## config.mk

```make
export PLATFORM = sky130hd
export DESIGN_NAME = syncfifo_buf
export DESIGN_NICKNAME = d
export VERILOG_FILES = /design/src/rtl/syncfifo_buf.sv
export SDC_FILE = /design/constraint.sdc
export NUM_CORES = 1
export LEC_CHECK = 0
export ABC_CLOCK_PERIOD_IN_PS = 3250
export BUFFER_PORTS_ARGS = -buffer_cell sky130_fd_sc_hd__buf_2
export CAP_MARGIN = 20
export CORE_AREA = 10 10 304 160
export DETAILED_ROUTE_END_ITERATION = 8
export DIE_AREA = 0 0 314 170
export GPL_ROUTABILITY_DRIVEN = 0
export PLACE_DENSITY = 0.69
export SLEW_MARGIN = 30
export SYNTH_ARGS = -nofsm -noshare
export SYNTH_HDL_FRONTEND = slang
export SYNTH_SLANG_ARGS = --single-unit
```

## constraint.sdc

```tcl
create_clock -name clock -period 3.25 [get_ports clock]
set_input_delay 0.1625 -clock clock [delete_from_list [all_inputs] [get_ports clock]]
set_output_delay 0.1625 -clock clock [all_outputs]
set_load 0.05 [all_outputs]
```

## src/rtl/syncfifo_buf.sv

```systemverilog
// ---------------------------------------------------------------------------
// syncfifo_buf
//
// Single-clock FIFO on an inferred simple-dual-port RAM. It has full, empty
// and programmable almost-full/almost-empty flags, a fill count, sticky
// overflow/underflow error flags and a synchronous flush. It supports either
// a standard read mode or a first-word-fall-through read mode.
//
// Ports:
//   clock        - sole clock, rising edge
//   reset_n      - synchronous active-low reset (beats flush/wren/rden)
//   flush        - synchronous clear of FIFO state; q keeps its value
//   data         - write data
//   wren         - write request, accepted when not full
//   rden         - read request (standard) or pop/acknowledge (FWFT)
//   q            - read data (standard: 1 cycle after accept; FWFT: head word)
//   full         - count == DEPTH
//   empty        - count == 0
//   almost_full  - count >= AFULL_LEVEL
//   almost_empty - count <= AEMPTY_LEVEL
//   count        - number of words held (FWFT: includes the output register)
//   overflow     - sticky, a write was rejected because the FIFO was full
//   underflow    - sticky, a read was rejected because the FIFO was empty
// ---------------------------------------------------------------------------
module syncfifo_buf #(
    parameter int DATA_WIDTH   = 32,
    parameter int ADDR_WIDTH   = 4,
    parameter int AFULL_LEVEL  = 12,
    parameter int AEMPTY_LEVEL = 2,
    parameter bit FWFT         = 1'b0
) (
    input  logic                  clock,
    input  logic                  reset_n,
    input  logic                  flush,
    input  logic [DATA_WIDTH-1:0] data,
    input  logic                  wren,
    input  logic                  rden,
    output logic [DATA_WIDTH-1:0] q,
    output logic                  full,
    output logic                  empty,
    output logic                  almost_full,
    output logic                  almost_empty,
    output logic [ADDR_WIDTH:0]   count,
    output logic                  overflow,
    output logic                  underflow
);

    localparam int                DEPTH    = 1 << ADDR_WIDTH;
    localparam logic [ADDR_WIDTH:0] DEPTH_C  = (ADDR_WIDTH+1)'(DEPTH);
    localparam logic [ADDR_WIDTH:0] AFULL_C  = (ADDR_WIDTH+1)'(AFULL_LEVEL);
    localparam logic [ADDR_WIDTH:0] AEMPTY_C = (ADDR_WIDTH+1)'(AEMPTY_LEVEL);

    logic [DATA_WIDTH-1:0] mem [DEPTH];
    logic [ADDR_WIDTH-1:0] wrptr;
    logic [ADDR_WIDTH-1:0] rdptr;

    // In FWFT mode the word sitting in q is counted but no longer lives in
    // the RAM; outvalid marks that q holds such a word.
    logic                  outvalid;

    logic                  active;
    logic                  accwr;
    logic                  accrd;
    logic                  ramwr;
    logic                  ramrd;
    logic                  bypass;
    logic                  needload;
    logic                  ramhas;
    logic                  outvalid_n;
    logic [ADDR_WIDTH:0]   ramcount;
    logic [ADDR_WIDTH:0]   count_n;

    // Accept decisions and the next-state count. In FWFT mode the output
    // register is refilled from the RAM whenever it is empty or being popped.
    // If the RAM has nothing to give, an incoming write goes straight into q
    // instead of the RAM. That bypass is what makes a write into an empty
    // FIFO visible one cycle later.
    always_comb begin
        active     = reset_n && !flush;
        accwr      = active && wren && !full;
        accrd      = active && rden && !empty;
        ramcount   = count - (ADDR_WIDTH+1)'(outvalid);
        ramhas     = (ramcount != '0);
        needload   = 1'b0;
        ramwr      = accwr;
        ramrd      = accrd;
        bypass     = 1'b0;
        outvalid_n = 1'b0;
        if (FWFT) begin
            needload   = !outvalid || accrd;
            ramrd      = active && needload && ramhas;
            bypass     = needload && !ramhas && accwr;
            ramwr      = accwr && !bypass;
            outvalid_n = (outvalid && !accrd) || ramrd || bypass;
        end
        count_n = count + (ADDR_WIDTH+1)'(accwr) - (ADDR_WIDTH+1)'(accrd);
    end

    // RAM write port. Contents are not cleared by reset or flush.
    always_ff @(posedge clock) begin
        if (ramwr) begin
            mem[wrptr] <= data;
        end
    end

    // Pointers, output register, count and registered flags. The flags are
    // computed from count_n so that they line up with count.
    always_ff @(posedge clock) begin
        if (!reset_n) begin
            wrptr        <= '0;
            rdptr        <= '0;
            outvalid     <= 1'b0;
            q            <= '0;
            count        <= '0;
            empty        <= 1'b1;
            full         <= 1'b0;
            almost_empty <= 1'b1;
            almost_full  <= 1'b0;
            overflow     <= 1'b0;
            underflow    <= 1'b0;
        end else if (flush) begin
            wrptr        <= '0;
            rdptr        <= '0;
            outvalid     <= 1'b0;
            count        <= '0;
            empty        <= 1'b1;
            full         <= 1'b0;
            almost_empty <= 1'b1;
            almost_full  <= 1'b0;
            overflow     <= 1'b0;
            underflow    <= 1'b0;
        end else begin
            if (ramwr) begin
                wrptr <= wrptr + ADDR_WIDTH'(1);
            end
            if (ramrd) begin
                rdptr <= rdptr + ADDR_WIDTH'(1);
                q     <= mem[rdptr];
            end else if (bypass) begin
                q <= data;
            end
            outvalid     <= outvalid_n;
            count        <= count_n;
            empty        <= (count_n == '0);
            full         <= (count_n == DEPTH_C);
            almost_empty <= (count_n <= AEMPTY_C);
            almost_full  <= (count_n >= AFULL_C);
            if (wren && full) begin
                overflow <= 1'b1;
            end
            if (rden && empty) begin
                underflow <= 1'b1;
            end
        end
    end

endmodule

```

==> flow_metrics.env <==
export IMPL_status="finished, final reports clean"
export IMPL_grt_total_ovfl=0
export IMPL_layout_min_cycle_time_ns=2.77
export IMPL_grt_setup_unrepaired="no"
export IMPL_crit_type="reg -> reg"
export IMPL_route_detailed_drc=0
export IMPL_antenna_found_initial=0
export IMPL_clock_latency_ns=0.57
export IMPL_post_synth_top_area_fraction_pct=71.9
export IMPL_initial_utilization_pct=49.6
export IMPL_chipHeight_um=170
export IMPL_cp_arrival_ns=3.23
export IMPL_final_setup_skew_ns=0.0280
export IMPL_max_cap_violations=0
export IMPL_netlist_top_cells_count="512 x sky130_fd_sc_hd__edfxtp_1, 106 x sky130_fd_sc_hd__mux4_2, 54 x sky130_fd_sc_hd__a22oi_1, 51 x sky130_fd_sc_hd__dfxtp_1, 45 x sky130_fd_sc_hd__mux2i_1"
export IMPL_tns_ns=0
export IMPL_power_density_mw_per_mm2=558
export IMPL_global_route_usage_total_pct=18.0
export IMPL_fillerInstances=3250
export IMPL_maxClockFrequency_ghz=0.361
export IMPL_totalPowerFinal_w=0.0137
export IMPL_die_width_um=314
export IMPL_final_antenna_net_count=0
export IMPL_area_growth_pct=14.9
export IMPL_post_route_util_pct=57.0
export IMPL_timing_hold_violations_final=0
export IMPL_post_synthesis_area_per_instance_um2=20.5
export IMPL_yosysSeqAreaShare_pct=76.7
export IMPL_async_reset_ff_share_pct=0
export IMPL_worst_setup_hold_path_clk_slew_ns=0.07
export IMPL_cts_root_buffer_cell="sky130_fd_sc_hd__clkbuf_16"
export IMPL_first_pass_grt_wire_length_mm=72.4
export IMPL_leakage_nw=7.73
export IMPL_cp_start_kind="flop"
export IMPL_critical_path_endpoint_type="flop"
export IMPL_htree_num_levels=2
export IMPL_yosys_warnings=0
export IMPL_drt_wl_total_mm=47.7
export IMPL_nets=1237
export IMPL_dr_pass1_iters=5
export IMPL_tritoncts="done"
export IMPL_drtIter0Drc=1304
export IMPL_layout_worst_path_cycle_share_pct=85.3
export IMPL_cp_data_required_time_ns=3.71
export IMPL_rows=54
export IMPL_cts_buffers=48
export IMPL_port_buffers=79
export IMPL_clk_sinks=563
export IMPL_synth_enable_flop_cells=512
export IMPL_vias_per_cell=5.83
export IMPL_syn_inst=1042
export IMPL_final_layout_size_suffix_gt1_share_pct=28.4
export IMPL_post_cts_setup_buffers=0
export IMPL_min_path_type="in -> reg"
export IMPL_vdd_ir_drop_max_mv=0.395
export IMPL_post_synth_top_count_cell="sky130_fd_sc_hd__edfxtp_1"
export IMPL_area_of_the_die_mm2=0.0534
export IMPL_max_slew_margin_pct=35.5
export IMPL_tightest_slew_ns=0.967
export IMPL_top_level_ports=80
export IMPL_synth_lib_cells_used_distinct=38
export IMPL_finalSetupViolations=0
export IMPL_antennaDiodeCount=0
export IMPL_path_max_fanout=5
export IMPL_timing_final_max_slew_violations=0
export IMPL_yosysTopAreaCell="sky130_fd_sc_hd__edfxtp_1"
export IMPL_netlist_top_cells_area="sky130_fd_sc_hd__edfxtp_1 72%, sky130_fd_sc_hd__mux4_2 11%, sky130_fd_sc_hd__dfxtp_1 4.8%, sky130_fd_sc_hd__mux2i_1 2.1%, sky130_fd_sc_hd__a22oi_1 1.9%"
export IMPL_ys_dominant_reg_cell="sky130_fd_sc_hd__edfxtp_1"
export IMPL_grt_start_max_net_pins=59
export IMPL_avgRoutedWirePerCell_um=26.3
export IMPL_mappedNetlistNets=1090
export IMPL_ctsResizeCount=0
export IMPL_hpwl_mm=26.0
export IMPL_vias=10600
export IMPL_netlist_area_mm2=0.0214
export IMPL_cts_path_max_buffers=3
export IMPL_floorplan_core_area_mm2=0.0431
export IMPL_via_count_of_the_first_global_routing_pass=11200
export IMPL_yosys_register_bits=563
==> path summary, 6_finish.rpt <==
path / start / end / slack [ns] / cells after the start
setup reg to reg: full / full / 0.48 / 11
hold / removal: reset_n / empty / 0.04 / 3
hold reg to reg: q[13] / q[13] / 0.49 / 2
setup / recovery: full / full / 0.48 / 11
==> cell type report <==
type | count | area [µm²] | share of cell area (%)
well taps | 588 | 736 | 2.99
clock inverters | 20 | 134 | 0.545
inverters | 12 | 45.0 | 0.183
multi-input cells | 412 | 4780 | 19.5
repair buffers | 152 | 1130 | 4.60
clock buffers | 69 | 1330 | 5.42
flip-flops and latches | 563 | 16400 | 66.8
==> state kept, by name, summed over array words and instances, names as in the netlist <==
signal        flops
almost_empty      1
q                32
full              1
count             5
empty             1
almost_full       1
underflow         1
mem             512
rdptr             4
overflow          1
wrptr             4
==> power breakdown <==
group	internal [W]	total (W)	switching [W]
combinational	0.000116	0.000338	0.000222
clock	0.00294	0.00544	0.00250
sequential	0.00791	0.00793	0.0000151
total	0.0110	0.0137	0.00274
==> cell usage in the layout, fill, tap and decap left out, types with 23 or more instances in the layout <==
master                            n
sky130_fd_sc_hd__mux4_2         106
sky130_fd_sc_hd__clkbuf_16       49
sky130_fd_sc_hd__buf_2           79
sky130_fd_sc_hd__dfxtp_1         48
sky130_fd_sc_hd__mux2_2          33
sky130_fd_sc_hd__edfxtp_1       512
sky130_fd_sc_hd__a22oi_1         54
sky130_fd_sc_hd__dlygate4sd3_1   35
sky130_fd_sc_hd__buf_4           30
sky130_fd_sc_hd__nand2_1         31
sky130_fd_sc_hd__mux2i_1         45
sky130_fd_sc_hd__nor2_1          23
==> repair_timing <==
| action | CTS | global route |
|---|---|---|
| endpoints found under the hold margin | 505 | 0 |
| hold buffers | 35 | 0 |
| setup endpoints to repair | 0 | 0 |
==> per-layer routing <==
layer  GRT usage, %  share of wire [%]  vias to the layer above  routed length [µm]
met5              0                  0                        -                   0
met4           3.22                1.4                        0                 677
met3           4.00                8.2                       60                3910
met2           26.8                 45                      427               21400
met1           27.1                 45                     5539               21700
li1               -                  -                     4566                   -
==> critical path, cell delays in order (launching register included) <==
cell and delay [ns]:
sky130_fd_sc_hd__dfxtp_1 0.34, sky130_fd_sc_hd__and4bb_2 0.36, sky130_fd_sc_hd__inv_1 0.06, sky130_fd_sc_hd__ha_1 0.28
sky130_fd_sc_hd__inv_1 0.06, sky130_fd_sc_hd__ha_1 0.15, sky130_fd_sc_hd__inv_1 0.06, sky130_fd_sc_hd__fa_1 0.55
sky130_fd_sc_hd__nor2b_1 0.18, sky130_fd_sc_hd__nand3_1 0.10, sky130_fd_sc_hd__mux2_2 0.29, sky130_fd_sc_hd__nor4_1 0.26
==> metrics by stage <==
step | area (µm²) | hold WS, ns | instances | worst slack (ns)
after floorplan | 21400 | 0.261 | 1042 | 0.406
after global placement | 22800 | 0.417 | 1692 | 0.521
after detailed placement | 22800 | 0.429 | 1692 | 0.498
after CTS | 24600 | 0.00919 | 1816 | 0.455
after global routing | 24600 | 0.0478 | 1816 | 0.225
final | 24600 | 0.0400 | 1816 | 0.479
==> cell families after synthesis <==
group | synth area share (%)
buffers and inverters | 1.62
and+or+nand+nor | 2.02
DFF | 76.7
AOI/OAI and AO/OA | 3.54
xor gates and xnor gates | 0.451
adders and majority gates | 0.679
muxes | 15.0
Note: power is estimated with default switching activity, not from simulation.
